--- config.mk ---
export PLATFORM = sky130hd
export DESIGN_NAME = branch_pred_ctrl
export DESIGN_NICKNAME = d
export VERILOG_FILES = /design/src/rtl/branch_pred_ctrl.sv
export SDC_FILE = /design/constraint.sdc
export NUM_CORES = 1
export LEC_CHECK = 0
export CAP_MARGIN = 25
export CORE_MARGIN = 5
export CORE_UTILIZATION = 25
export CTS_CLUSTER_SIZE = 30
export DETAILED_ROUTE_END_ITERATION = 10
export GPL_ROUTABILITY_DRIVEN = 0
export GPL_TIMING_DRIVEN = 1
export SLEW_MARGIN = 0
export SYNTH_ARGS = -nofsm -noshare
export SYNTH_HDL_FRONTEND = slang
export SYNTH_SLANG_ARGS = --single-unit
--- constraint.sdc ---
create_clock -name clk -period 4.2 [get_ports clk]
set_clock_uncertainty 0.2 [all_clocks]
set_input_delay 0.63 -clock clk [delete_from_list [all_inputs] [get_ports clk]]
set_output_delay 0.63 -clock clk [all_outputs]
set_load 0.1 [all_outputs]
--- src/rtl/branch_pred_ctrl.sv ---
// branch_pred_ctrl: bimodal branch predictor with an in-flight branch FIFO.
// Fetch gets a combinational prediction from a table of 2-bit saturating
// counters. Each predicted branch is queued until execute resolves it in order.
// A mispredict raises a one-cycle flush pulse with the corrected PC.
// The mispredict also squashes every younger in-flight branch.
// Resolves are then held off for FLUSH_CYCLES cycles while the pipeline refills.
// Optional feature: define BP_STATS_EN to enable the branch/mispredict
// statistics counters; without it both statistics outputs are tied to zero.
module branch_pred_ctrl #(
  parameter int BHT_BITS     = 4,
  parameter int FIFO_DEPTH   = 4,
  parameter int FLUSH_CYCLES = 4
) (
  input  logic        clk,
  input  logic        rst,
  input  logic        fetch_valid,
  input  logic [31:0] fetch_pc,
  input  logic [31:0] fetch_target,
  output logic        fetch_stall,
  output logic        pred_taken,
  output logic [31:0] pred_pc,
  input  logic        resolve_valid,
  input  logic        resolve_taken,
  output logic        incorrect_pred,
  output logic [31:0] redirect_pc,
  output logic        resolve_err,
  output logic [15:0] branch_cnt,
  output logic [15:0] mispred_cnt
);

  localparam int BHT_ENTRIES = 1 << BHT_BITS;
  localparam int PTR_W       = (FIFO_DEPTH > 1) ? $clog2(FIFO_DEPTH) : 1;
  localparam int CNT_W       = $clog2(FIFO_DEPTH + 1);
  localparam int HOLD_W      = (FLUSH_CYCLES > 0) ? $clog2(FLUSH_CYCLES + 1) : 1;

  localparam logic [CNT_W-1:0]  FULL_CNT  = CNT_W'(FIFO_DEPTH);
  localparam logic [PTR_W-1:0]  LAST_PTR  = PTR_W'(FIFO_DEPTH - 1);
  localparam logic [HOLD_W-1:0] HOLD_LOAD = HOLD_W'(FLUSH_CYCLES);

  // One in-flight branch: what is needed to train the table and to redirect.
  typedef struct packed {
    logic [BHT_BITS-1:0] idx;
    logic                pred;
    logic [31:0]         fall;
    logic [31:0]         target;
  } entry_t;

  logic [1:0]          bht [BHT_ENTRIES];
  entry_t              fifo_mem [FIFO_DEPTH];
  logic [PTR_W-1:0]    head;
  logic [PTR_W-1:0]    tail;
  logic [CNT_W-1:0]    count;
  logic [HOLD_W-1:0]   holdoff;

  logic [BHT_BITS-1:0] fetch_idx;
  logic [31:0]         fall_pc;
  entry_t              head_entry;
  logic                fifo_empty;
  logic                fifo_full;
  logic                pop;
  logic                push;
  logic                mispredict;
  logic [1:0]          trained_ctr;

  // Wrap-around pointer increment; works for any depth, not just powers of 2.
  function automatic logic [PTR_W-1:0] ptr_inc(input logic [PTR_W-1:0] p);
    return (p == LAST_PTR) ? '0 : p + PTR_W'(1);
  endfunction

  // Prediction reads the registered table, so a same-cycle update from a
  // resolve to the same index is only seen by the next fetch.
  assign fetch_idx  = fetch_pc[BHT_BITS+1:2];
  assign pred_taken = bht[fetch_idx][1];
  assign fall_pc    = fetch_pc + 32'd4;
  assign pred_pc    = pred_taken ? fetch_target : fall_pc;

  assign head_entry = fifo_mem[head];
  assign fifo_empty = (count == '0);
  assign fifo_full  = (count == FULL_CNT);

  // Resolves are only honoured outside the post-flush holdoff window.
  assign pop         = resolve_valid && !fifo_empty && (holdoff == '0);
  assign mispredict  = pop && (resolve_taken != head_entry.pred);
  assign fetch_stall = fifo_full && !pop;
  assign push        = fetch_valid && !fetch_stall && !mispredict;

  // Saturating update of the counter belonging to the resolving branch.
  always_comb begin
    // NOTE: every always_comb output gets a default first so no path can leave it unassigned and infer a latch.
    trained_ctr = bht[head_entry.idx];
    if (resolve_taken) begin
      if (trained_ctr != 2'b11) trained_ctr = trained_ctr + 2'b01;
    end else begin
      if (trained_ctr != 2'b00) trained_ctr = trained_ctr - 2'b01;
    end
  end

  // FIFO pointers and occupancy; a mispredict empties the queue outright.
  always_ff @(posedge clk) begin
    // NOTE: clocked blocks use <= so every register samples pre-edge values regardless of statement order.
    if (rst) begin
      head  <= '0;
      tail  <= '0;
      count <= '0;
    end else if (mispredict) begin
      head  <= '0;
      tail  <= '0;
      count <= '0;
    end else begin
      if (push) tail <= ptr_inc(tail);
      if (pop)  head <= ptr_inc(head);
      case ({push, pop})
        2'b10:   count <= count + CNT_W'(1);
        2'b01:   count <= count - CNT_W'(1);
        default: count <= count;
      endcase
    end
  end

  // FIFO payload storage.
  always_ff @(posedge clk) begin
    // NOTE: payload storage has no reset; occupancy tracks validity, so stale contents are never consumed.
    if (push) begin
      fifo_mem[tail] <= '{idx: fetch_idx, pred: pred_taken, fall: fall_pc, target: fetch_target};
    end
  end

  // Branch history table: reset to weakly not-taken, trained on each pop.
  always_ff @(posedge clk) begin
    if (rst) begin
      for (int i = 0; i < BHT_ENTRIES; i++) bht[i] <= 2'b01;
    end else if (pop) begin
      bht[head_entry.idx] <= trained_ctr;
    end
  end

  // Post-mispredict holdoff counter.
  always_ff @(posedge clk) begin
    if (rst) begin
      holdoff <= '0;
    end else if (mispredict) begin
      holdoff <= HOLD_LOAD;
    end else if (holdoff != '0) begin
      holdoff <= holdoff - HOLD_W'(1);
    end
  end

  // Registered flush pulse and redirect target, stable for a whole cycle.
  always_ff @(posedge clk) begin
    if (rst) begin
      incorrect_pred <= 1'b0;
      redirect_pc    <= '0;
    end else begin
      incorrect_pred <= mispredict;
      if (mispredict) begin
        redirect_pc <= resolve_taken ? head_entry.target : head_entry.fall;
      end
    end
  end

  // Sticky error: execute resolved a branch that was never in flight.
  always_ff @(posedge clk) begin
    if (rst) begin
      resolve_err <= 1'b0;
    end else if (resolve_valid && fifo_empty && (holdoff == '0)) begin
      resolve_err <= 1'b1;
    end
  end

`ifdef BP_STATS_EN
  logic [15:0] branch_q;
  logic [15:0] mispred_q;

  // Saturating statistics counters.
  always_ff @(posedge clk) begin
    if (rst) begin
      branch_q  <= '0;
      mispred_q <= '0;
    end else begin
      if (pop && (branch_q != 16'hFFFF))        branch_q  <= branch_q + 16'd1;
      if (mispredict && (mispred_q != 16'hFFFF)) mispred_q <= mispred_q + 16'd1;
    end
  end

  assign branch_cnt  = branch_q;
  assign mispred_cnt = mispred_q;
`else
  assign branch_cnt  = '0;
  assign mispred_cnt = '0;
`endif

endmodule

Word-level counts from Yosys, hierarchy flattened
Memories as Yosys holds them, arrays and structs flattened. A register that Yosys moved wholly into a read port is not among the register bits.
Cells that the tools add are included.
{"block": "totals", "register_bits": 44, "ram_bits": 308, "wordCells": 67, "mem_count": 2}
{"name": "fifo_mem", "depth": 4, "word_bits": 69, "rd": 1, "rd_clocked_by_memory_dff": 1, "wr": 1, "line_no": "49", "source": "entry_t fifo_mem [FIFO_DEPTH];"}
{"name": "bht", "depth": 16, "word_bits": 2, "rd": 2, "rd_clocked_by_memory_dff": 0, "wr": 16, "line_no": "48", "source": "logic [1:0] bht [BHT_ENTRIES];"}
{"block": "op_classes", "add_sub_neg": 8, "eq_ne": 7, "muxes": 22, "reduce_logical": 20}
{"op": "$mux W32", "count": 2}
{"op": "$add A32 B3 Y32 const B", "count": 1}
{"op": "$mux W2", "count": 8}
{"op": "$logic_and A1 B1 Y1", "count": 8}
{"op": "$mux W1", "count": 8}
{"op": "$add A2 B1 Y2 const B", "count": 3}
{"op": "$eq A2 B2 Y1 const B", "count": 3}
{"op": "$logic_not A3 Y1", "count": 2}
{"op": "$mux W3", "count": 2}
{"op": "$pmux W3 S2", "count": 1}
{"op": "$reduce_bool A2 Y1", "count": 3}
{"op": "$sub A3 B1 Y3 const B", "count": 2}
{"op": "$logic_not A1 Y1", "count": 4}
{"op": "$mux W4", "count": 1}
{"op": "$reduce_or A2 Y1", "count": 2}
{"op": "$add A3 B1 Y3 const B", "count": 1}
{"op": "$eq A3 B3 Y1 const B", "count": 1}
{"op": "$reduce_bool A3 Y1", "count": 1}
{"op": "$eq A2 B1 Y1 const B", "count": 1}
{"op": "$ne A2 B2 Y1 const B", "count": 1}
{"op": "$sub A2 B1 Y2 const B", "count": 1}
{"op": "$ne A1 B1 Y1", "count": 1}

Depth between registers and ports, before layout
Gate-level depths: netlist of run 1.
{"block": "logic_depth", "depth_word": 11, "ltp_mapped": 16}

Worst setup path before layout of run 1
No wires, ideal clock.
{"block": "synth_path", "path_kind": "input to output", "startpoint": "input port fetch_pc[2]", "endpoint": "output port pred_pc[2]", "arrival_ns": 3.926, "t_required_ns": 3.370, "path_slack_ns": -0.556, "cell_stages": 7, "cell_sequence": "clkbuf_1 mux4_2 mux2_2 a21oi_1 buf_2 nor2_1 a21oi_1"}
{"block": "synth_via", "elab_chain_cells": 2}
{"element": "start: declaration", "line_no": "17", "source": "input logic [31:0] fetch_pc,"}
{"element": "$add A32 B3 Y32 or $mem_v2 Z16 W2 (tied branches)"}
{"element": "$mux W32 (*)", "line_no": "75", "source": "assign pred_pc = pred_taken ? fetch_target : fall_pc;"}
{"element": "end: declaration", "line_no": "21", "source": "output logic [31:0] pred_pc,"}
Every way passes the cells marked *; elsewhere a longest branch is shown, timed or not.

Worst setup path after layout of run 1
{"block": "layout_path", "startpoint": "input port fetch_pc[2]", "endpoint": "output port pred_pc[31]"}
The elaborated chain is that of the path after synthesis.

==> impl_metrics.py, run 1 <==
metrics = {
    "pwr": {
        "pwr-share-seq": 0.384,
        "pwr-share-clk": 0.305,
        "power.density_cell_area_nw_per_um2": 599,
        "sw_frac_of_total": 0.337,
        "p_int_uw": 7690,
        "power_switching_uw": 3910,
        "total_leakage_power_uw": 0.00640,
        "vdd_drop_max_mv": 0.261,
        "comb_power_share": 0.310,
    },
    "detailed_routing": {
        "dr_total_vias": 8597,
        "detail_route.first_pass.iterations": 5,
        "drt_drc_violations_left": 0,
        "drt_iter0_drc": 566,
        "wire_per_inst_um": 20.2,
        "detail_route.wirelength_um": 38400,
        "drt.antenna.violating_nets": 0,
        "vias_per_cell": 4.52,
    },
    "floorplan": {
        "floorplan.initialDensity": 0.252,
        "row_count": 90,
        "die_area_sq_um": 65700,
        "num_io_pins": 169,
        "die_wd_um": 256,
        "core_region_area_sq_um": 60200,
        "die_h_um": 256,
    },
    "clocking": {
        "number_of_sinks_on_the_clock_net": 354,
        "cts_tree": "yes",
        "clk_root_buffer_cell": "sky130_fd_sc_hd__clkbuf_16",
        "clk_transition_reported_paths_ps": 60,
        "cts_max_level": 2,
        "clk_latency_ps": 540,
        "cts-root-to-sink-buffers": 3,
        "cts-hold-fix-buffers": 0,
        "cts_buffers": 41,
    },
    "grt": {
        "globalRouteTotalUtil": 0.114,
        "globalRouteOverflowTotal": 0,
        "first_global_vias": 9179,
        "grt_max_degree": 77,
        "grt_antenna_before_repair": 1,
        "grt_pass1_wl_um": 57200,
    },
    "setup_path": {
        "worst_path_dominant_cell_family": "multiplexers",
        "crit_path_cell_trace": "clkdlybuf4s50_1 > buf_12 > mux4_2 > mux2_2 > a21oi_4 > buf_12 > mux2_2 > buf_12",
        "critPathMaxFanout": 29,
        "crit_end": "pred_pc[31]",
        "required_ps": 3370,
        "worst-path-stages": 8,
        "timing.critical_path.slowest_stage_cell": "sky130_fd_sc_hd__clkdlybuf4s50_1",
        "cp-end-kind": "output pin",
        "timing.critical_path.buf_inv": 4,
        "timing_worst_setup_path_type": "in -> out",
        "ff_to_ff_end": "bht[8][0]$_SDFFCE_PN1P_",
        "crit_path_frequent_cell": "sky130_fd_sc_hd__buf_12",
        "setup.reg_to_reg.worst_slack_ps": 730,
        "crit_path_start_kind": "input port",
        "critical-path-max-stage-delay_ps": 540,
        "r2r_cells": 7,
        "worst_setup_path_startpoint": "fetch_pc[2]",
        "worstPathArrival_ps": 3220,
    },
    "synthesis": {
        "synth_seq_cells": 354,
        "yosysWarningCount": 0,
        "yosys.cell_types.count": 43,
        "synth.cell_area_sq_um": 15200,
        "synthesis.instances": 911,
        "synth_top_cells_by_area": "sky130_fd_sc_hd__edfxtp_1 61%, sky130_fd_sc_hd__mux4_2 11%, sky130_fd_sc_hd__dfxtp_1 6.1%, sky130_fd_sc_hd__mux2i_1 3.4%, sky130_fd_sc_hd__mux2_2 2.4%",
        "postSynth.topFlopCell": "sky130_fd_sc_hd__edfxtp_1",
        "syn-mean-instance-area_sq_um": 16.7,
        "synth_top_cell_area_share": 0.610,
        "async_flop_share": 0,
        "synth_largest_area_cell": "sky130_fd_sc_hd__edfxtp_1",
        "number_of_flops_mapped_to_enable_cells_by_yosys": 308,
        "seq_area_frac_synth": 0.670,
    },
    "worst_hold_path": {
        "min-delay-path-class": "reg -> reg",
    },
    "run_status": {
        "status": "complete, no violations",
    },
    "final_layout": {
        "post_route_cells_drive_above_1_share": 0.246,
        "final_area_sq_um": 19400,
        "num-nets-final": 1170,
        "n_fill_cell": 5830,
        "flow.area_growth_from_synthesis_pct": 27.7,
        "diode_insertion_count_for_antenna_repair": 0,
    },
    "flow_run": {
        "maxCapViolCount": 0,
    },
    "sta": {
        "grt_setup_unrepaired": "no",
        "worst_slew_pin_slew_ps": 1050,
        "final_hold_viol_count": 0,
        "report.final.setup_viol": 0,
        "fmaxAchievable_ghz": 0.247,
        "fin_tns_setup_ps": 0,
        "period_share": 0.965,
        "max_slew_margin": 0.300,
        "post-route-min-period_ps": 4050,
        "maxSlewViolCount": 0,
    },
    "placed_design": {
        "detailed_place_hpwl_um": 24700,
        "dpl_cell_area_sq_um": 18000,
        "buffer_ports.inserted": 136,
    },
}
## power by group through the flow
stage	registers (uW)	clock network, uW	logic (uW)
detailed placement	4540	0	3650
finish	4460	3540	3600
global placement	4520	0	3560
global route	4510	3800	3820
CTS	4470	3670	3660
floorplan	5090	0	2050
## kinds of logic (layout without fill, tap and decap cells)
kind of cell	after synthesis	in the layout	share of synthesized area
compound gates	52	52	0.0255
fa+ha+maj	11	11	0.00957
buf+inv	96	276	0.0365
xor+xnor	33	33	0.0191
simple gates	208	208	0.0726
flops	354	354	0.670
other cells	1	32	0.000247
mux	156	156	0.166
## tightest hold or removal path: cells and delay by family, from the launching register on
family           cells  cell delay [ps]
DFF                  1              330
and+or+nand+nor      2              120
## metrics by stage
stage               utilization  hold slack (ps)  worst slack (ps)  total power, uW  instances
global route              0.322              318              35.8            12100       1904
floorplan                     -              291              34.9             7140        942
detailed placement        0.299              272              53.6             8190       1827
CTS                       0.321              292              34.5            11800       1902
finish                    0.322              285               148            11600       1904
global placement          0.298              263              78.2             8080       1825
## cells in the mapped netlist, types with 15 or more instances
| master | n |
|---|---|
| sky130_fd_sc_hd__mux4_2 | 72 |
| sky130_fd_sc_hd__inv_1 | 15 |
| sky130_fd_sc_hd__a211oi_1 | 33 |
| sky130_fd_sc_hd__nand4_1 | 15 |
| sky130_fd_sc_hd__nor3_1 | 16 |
| sky130_fd_sc_hd__dfxtp_1 | 46 |
| sky130_fd_sc_hd__clkbuf_1 | 28 |
| sky130_fd_sc_hd__edfxtp_1 | 308 |
| sky130_fd_sc_hd__buf_4 | 32 |
| sky130_fd_sc_hd__nand2_1 | 26 |
| sky130_fd_sc_hd__mux2_2 | 32 |
| sky130_fd_sc_hd__xor2_1 | 16 |
| sky130_fd_sc_hd__nor2_1 | 64 |
| sky130_fd_sc_hd__mux2i_1 | 51 |
| sky130_fd_sc_hd__xnor2_1 | 17 |
## worst min-delay path by stage
stage	start	to	slack (ps)	cells past startpoint
after floorplan	holdoff[2]$_SDFFE_PP0P_	holdoff[2]$_SDFFE_PP0P_	290	2
after global placement	resolve_err$_SDFFE_PP0P_	resolve_err$_SDFFE_PP0P_	260	2
after detailed placement	resolve_err$_SDFFE_PP0P_	resolve_err$_SDFFE_PP0P_	270	2
after CTS	resolve_err$_SDFFE_PP0P_	resolve_err$_SDFFE_PP0P_	290	2
after global routing	resolve_err$_SDFFE_PP0P_	resolve_err$_SDFFE_PP0P_	320	2
final	resolve_err$_SDFFE_PP0P_	resolve_err$_SDFFE_PP0P_	290	2
## layout make-up
type / instances / area (sq um) / share of cell area
well taps: 782 / 978 / 0.0505
flip-flops and latches: 354 / 10200 / 0.525
multi-input cells: 492 / 4600 / 0.237
clock buffers: 56 / 1130 / 0.0584
repair buffers: 186 / 2220 / 0.115
clock inverters: 19 / 213 / 0.0110
inverters: 15 / 56.3 / 0.00291
## registers in the layout, indices dropped and copies added, names as in the netlist, named ones only
name / flops
fifo_mem: 276
bht: 32
redirect_pc: 32
count: 3
holdoff: 3
head: 2
tail: 2
incorrect_pred: 1
resolve_err: 1
## cells in the final DEF, fill, tap and decap left out, types with 10 or more instances in the layout
cell                              netlist  routed
sky130_fd_sc_hd__edfxtp_1             308     308
sky130_fd_sc_hd__clkdlybuf4s50_1        0     100
sky130_fd_sc_hd__mux4_2                72      72
sky130_fd_sc_hd__nor2_1                64      63
sky130_fd_sc_hd__mux2i_1               51      51
sky130_fd_sc_hd__dfxtp_1               46      44
sky130_fd_sc_hd__buf_12                 1      43
sky130_fd_sc_hd__clkbuf_16              0      41
sky130_fd_sc_hd__buf_4                 32      39
sky130_fd_sc_hd__a211oi_1              33      33
sky130_fd_sc_hd__mux2_2                32      32
sky130_fd_sc_hd__conb_1                 1      32
sky130_fd_sc_hd__nand2_1               26      26
sky130_fd_sc_hd__xnor2_1               17      16
sky130_fd_sc_hd__xor2_1                16      16
sky130_fd_sc_hd__nor3_1                16      16
sky130_fd_sc_hd__inv_1                 15      15
sky130_fd_sc_hd__nand4_1               15      15
sky130_fd_sc_hd__nand2b_1              14      14
sky130_fd_sc_hd__nor4_1                12      12
sky130_fd_sc_hd__nand3_1               10      10
sky130_fd_sc_hd__nand4b_1              10      10
sky130_fd_sc_hd__ha_1                  10      10
sky130_fd_sc_hd__clkbuf_1              28      10
## routing by layer
layer,global-route usage,part of all wire,up-vias
li1,-,-,3880
met1,0.145,0.43,4429
met2,0.194,0.50,229
met3,0.0257,0.047,57
met4,0.0319,0.024,2
met5,0,0.00034,-
## what timing repair did
item                                    in CTS  in global routing
gates resized for setup                      0                  1
endpoints found under the setup margin       0                  2
buffers inserted                             0                  2
Power figures use the tool's default switching activity.
==> run 2: changes to the inputs <==
CTS_CLUSTER_DIAMETER = 80   (was default)
REMOVE_ABC_BUFFERS = 1   (was default)
==> run 2 against run 1 <==
  * Highest routed layer unchanged
  * Combinational power shrank 2%
  * Largest cell class unchanged
  * Die area is the same
  * Wire length shrank 5.7%
  * Power is 13% lower
  * Non-clock buffer count decreased by 4
  * Critical endpoint is now pred_pc[13]
  * Sequential power about the same
  * Sequential cell count did not move
==> impl_metrics.py, run 2 (synthesis gave the netlist of run 1 again) <==
metrics = {
    "sta": {
        "grt_setup_unrepaired": "no",
        "final_hold_viol_count": 0,
        "final_critical_path_setup_slack_ps": 217,
        "period_share": 0.948,
        "post-route-min-period_ps": 3980,
        "maxSlewViolCount": 0,
        "report.final.setup_viol": 0,
        "fmaxAchievable_ghz": 0.251,
        "worst_slew_pin_slew_ps": 1060,
        "max_slew_margin": 0.288,
    },
    "floorplan": {
        "die_h_um": 256,
        "core_region_area_sq_um": 60200,
        "row_count": 90,
        "die_area_sq_um": 65700,
        "num_io_pins": 169,
        "floorplan.initialDensity": 0.252,
        "die_wd_um": 256,
    },
    "setup_path": {
        "crit_path_frequent_cell": "sky130_fd_sc_hd__buf_12",
        "worstPathArrival_ps": 3150,
        "timing.critical_path.buf_inv": 4,
        "required_ps": 3370,
        "worst_path_dominant_cell_family": "multiplexers",
        "critical-path-max-stage-delay_ps": 520,
        "cp-end-kind": "output pin",
        "crit_path_start_kind": "input port",
        "timing.critical_path.slowest_stage_cell": "sky130_fd_sc_hd__clkdlybuf4s50_1",
        "crit_path_cell_trace": "clkdlybuf4s50_1 > buf_12 > mux4_2 > mux2_2 > a21oi_4 > buf_12 > mux2_2 > buf_12",
        "timing_worst_setup_path_type": "in -> out",
        "critPathMaxFanout": 25,
    },
    "pwr": {
        "total_leakage_power_uw": 0.00599,
        "power.density_cell_area_nw_per_um2": 545,
        "vdd_drop_max_mv": 0.388,
    },
    "detailed_routing": {
        "drt_drc_violations_left": 0,
        "drt_iter0_drc": 451,
        "wire_per_inst_um": 19.5,
        "drt.antenna.violating_nets": 0,
        "detail_route.first_pass.iterations": 4,
        "detail_route.wirelength_um": 36200,
        "vias_per_cell": 4.49,
        "dr_total_vias": 8348,
    },
    "final_layout": {
        "mostFrequentLayoutCells": "308 x sky130_fd_sc_hd__edfxtp_1, 100 x sky130_fd_sc_hd__clkdlybuf4s50_1, 72 x sky130_fd_sc_hd__mux4_2, 63 x sky130_fd_sc_hd__nor2_1, 51 x sky130_fd_sc_hd__mux2i_1",
        "regMostFlops": "fifo_mem",
        "diode_insertion_count_for_antenna_repair": 0,
        "layout_commonest_cell": "sky130_fd_sc_hd__edfxtp_1",
        "layoutNonFillerInstCount": 1859,
        "final-seq-area_sq_um": 10200,
        "n_fill_cell": 5911,
        "registers_with_the_most_flip_flops": "fifo_mem: 276 flops, bht: 32 flops, redirect_pc: 32 flops",
        "final_area_sq_um": 18600,
        "post_route_cells_drive_above_1_share": 0.222,
        "multi_input_comb_area_sq_um": 4600,
        "largest_register_ffs": 276,
        "num-nets-final": 1144,
        "flow.area_growth_from_synthesis_pct": 22.5,
    },
    "clocking": {
        "cts-root-to-sink-buffers": 3,
        "number_of_sinks_on_the_clock_net": 354,
        "cts-hold-fix-buffers": 0,
        "cts_max_level": 1,
        "cts_tree": "yes",
        "clk_transition_reported_paths_ps": 100,
        "clk_latency_ps": 540,
        "cts_buffers": 19,
        "clk_root_buffer_cell": "sky130_fd_sc_hd__clkbuf_16",
    },
    "grt": {
        "grt_antenna_before_repair": 1,
        "first_global_vias": 8902,
        "globalRouteTotalUtil": 0.107,
        "grt_max_degree": 77,
        "grt_pass1_wl_um": 55000,
        "globalRouteOverflowTotal": 0,
    },
    "placed_design": {
        "buffer_ports.inserted": 136,
        "place_inst": 1825,
        "dpl_cell_area_sq_um": 17900,
        "detailed_place_hpwl_um": 23000,
        "pre_cts_slack_ps": 33.6,
    },
    "worst_hold_path": {
        "min-delay-path-class": "reg -> reg",
    },
    "run_status": {
        "status": "complete, no violations",
    },
    "flow_run": {
        "maxCapViolCount": 0,
    },
}
==> run 2: changes by cell type in the layout (fill, tap and decap cells not counted), moves of 2 or more <==
cell / before / now
sky130_fd_sc_hd__clkinv_16: 0 / 3
sky130_fd_sc_hd__clkbuf_16: 41 / 19
sky130_fd_sc_hd__buf_4: 39 / 41
sky130_fd_sc_hd__clkbuf_8: 5 / 0
sky130_fd_sc_hd__buf_12: 43 / 40
sky130_fd_sc_hd__buf_16: 2 / 0
sky130_fd_sc_hd__clkinv_2: 8 / 1
sky130_fd_sc_hd__bufinv_16: 4 / 0
sky130_fd_sc_hd__clkinv_1: 2 / 0
sky130_fd_sc_hd__clkinv_8: 0 / 2
sky130_fd_sc_hd__clkbuf_1: 10 / 4
==> run 2: layout make-up <==
class / count / share of cell area
repair buffers: 182 / 0.114
multi-input cells: 492 / 0.247
clock buffers: 23 / 0.0264
inverters: 15 / 0.00303
flip-flops and latches: 354 / 0.548
well taps: 782 / 0.0526
clock inverters: 11 / 0.00916
==> run 2: metal layers <==
metal | share of wire | GRT usage
met1 | 0.44 | 0.142
met2 | 0.49 | 0.183
met3 | 0.052 | 0.0211
met4 | 0.016 | 0.0205
met5 | 0.00033 | 0
==> run 2: worst min-delay path, cell delays in order (launching register included) <==
cell	delay (ps)
sky130_fd_sc_hd__dfxtp_1	350
sky130_fd_sc_hd__nor2_1	50
sky130_fd_sc_hd__nor2_1	70
==> run 2: final timing paths <==
path / start / to / slack [ps] / cells past startpoint
setup / recovery: fetch_pc[2] / pred_pc[13] / 220 / 8
hold / removal: resolve_err$_SDFFE_PP0P_ / resolve_err$_SDFFE_PP0P_ / 290 / 2
setup reg to reg: flop / bht[7][1]$_SDFFCE_PN0P_ / 1030 / 7
hold reg to reg: resolve_err$_SDFFE_PP0P_ / resolve_err$_SDFFE_PP0P_ / 290 / 2
==> run 2: timing repair <==
action,CTS,global route
resized for setup,0,1
setup buffers,0,0
endpoints found under the hold margin,0,0
setup endpoints to repair,0,3
==> run 2: report_power, final <==
group | switching, uW | internal (uW) | total, uW | leakage [uW]
registers | 151 | 4290 | 4440 | 0.00318
clock network | 1240 | 916 | 2160 | 0.000309
logic | 2320 | 1220 | 3540 | 0.00250
total | 3710 | 6420 | 10100 | 0.00599
==> run 2: metrics by stage <==
stage                     utilization  hold slack [ps]  power, uW  setup TNS, ps
final                           0.309              287      10100              0
after CTS                       0.308              277      10300              0
after floorplan                     -              290       7060       -1346580
after global routing            0.309              296      10600              0
after global placement          0.298              257       8060              0
after detailed placement        0.298              269       8130              0
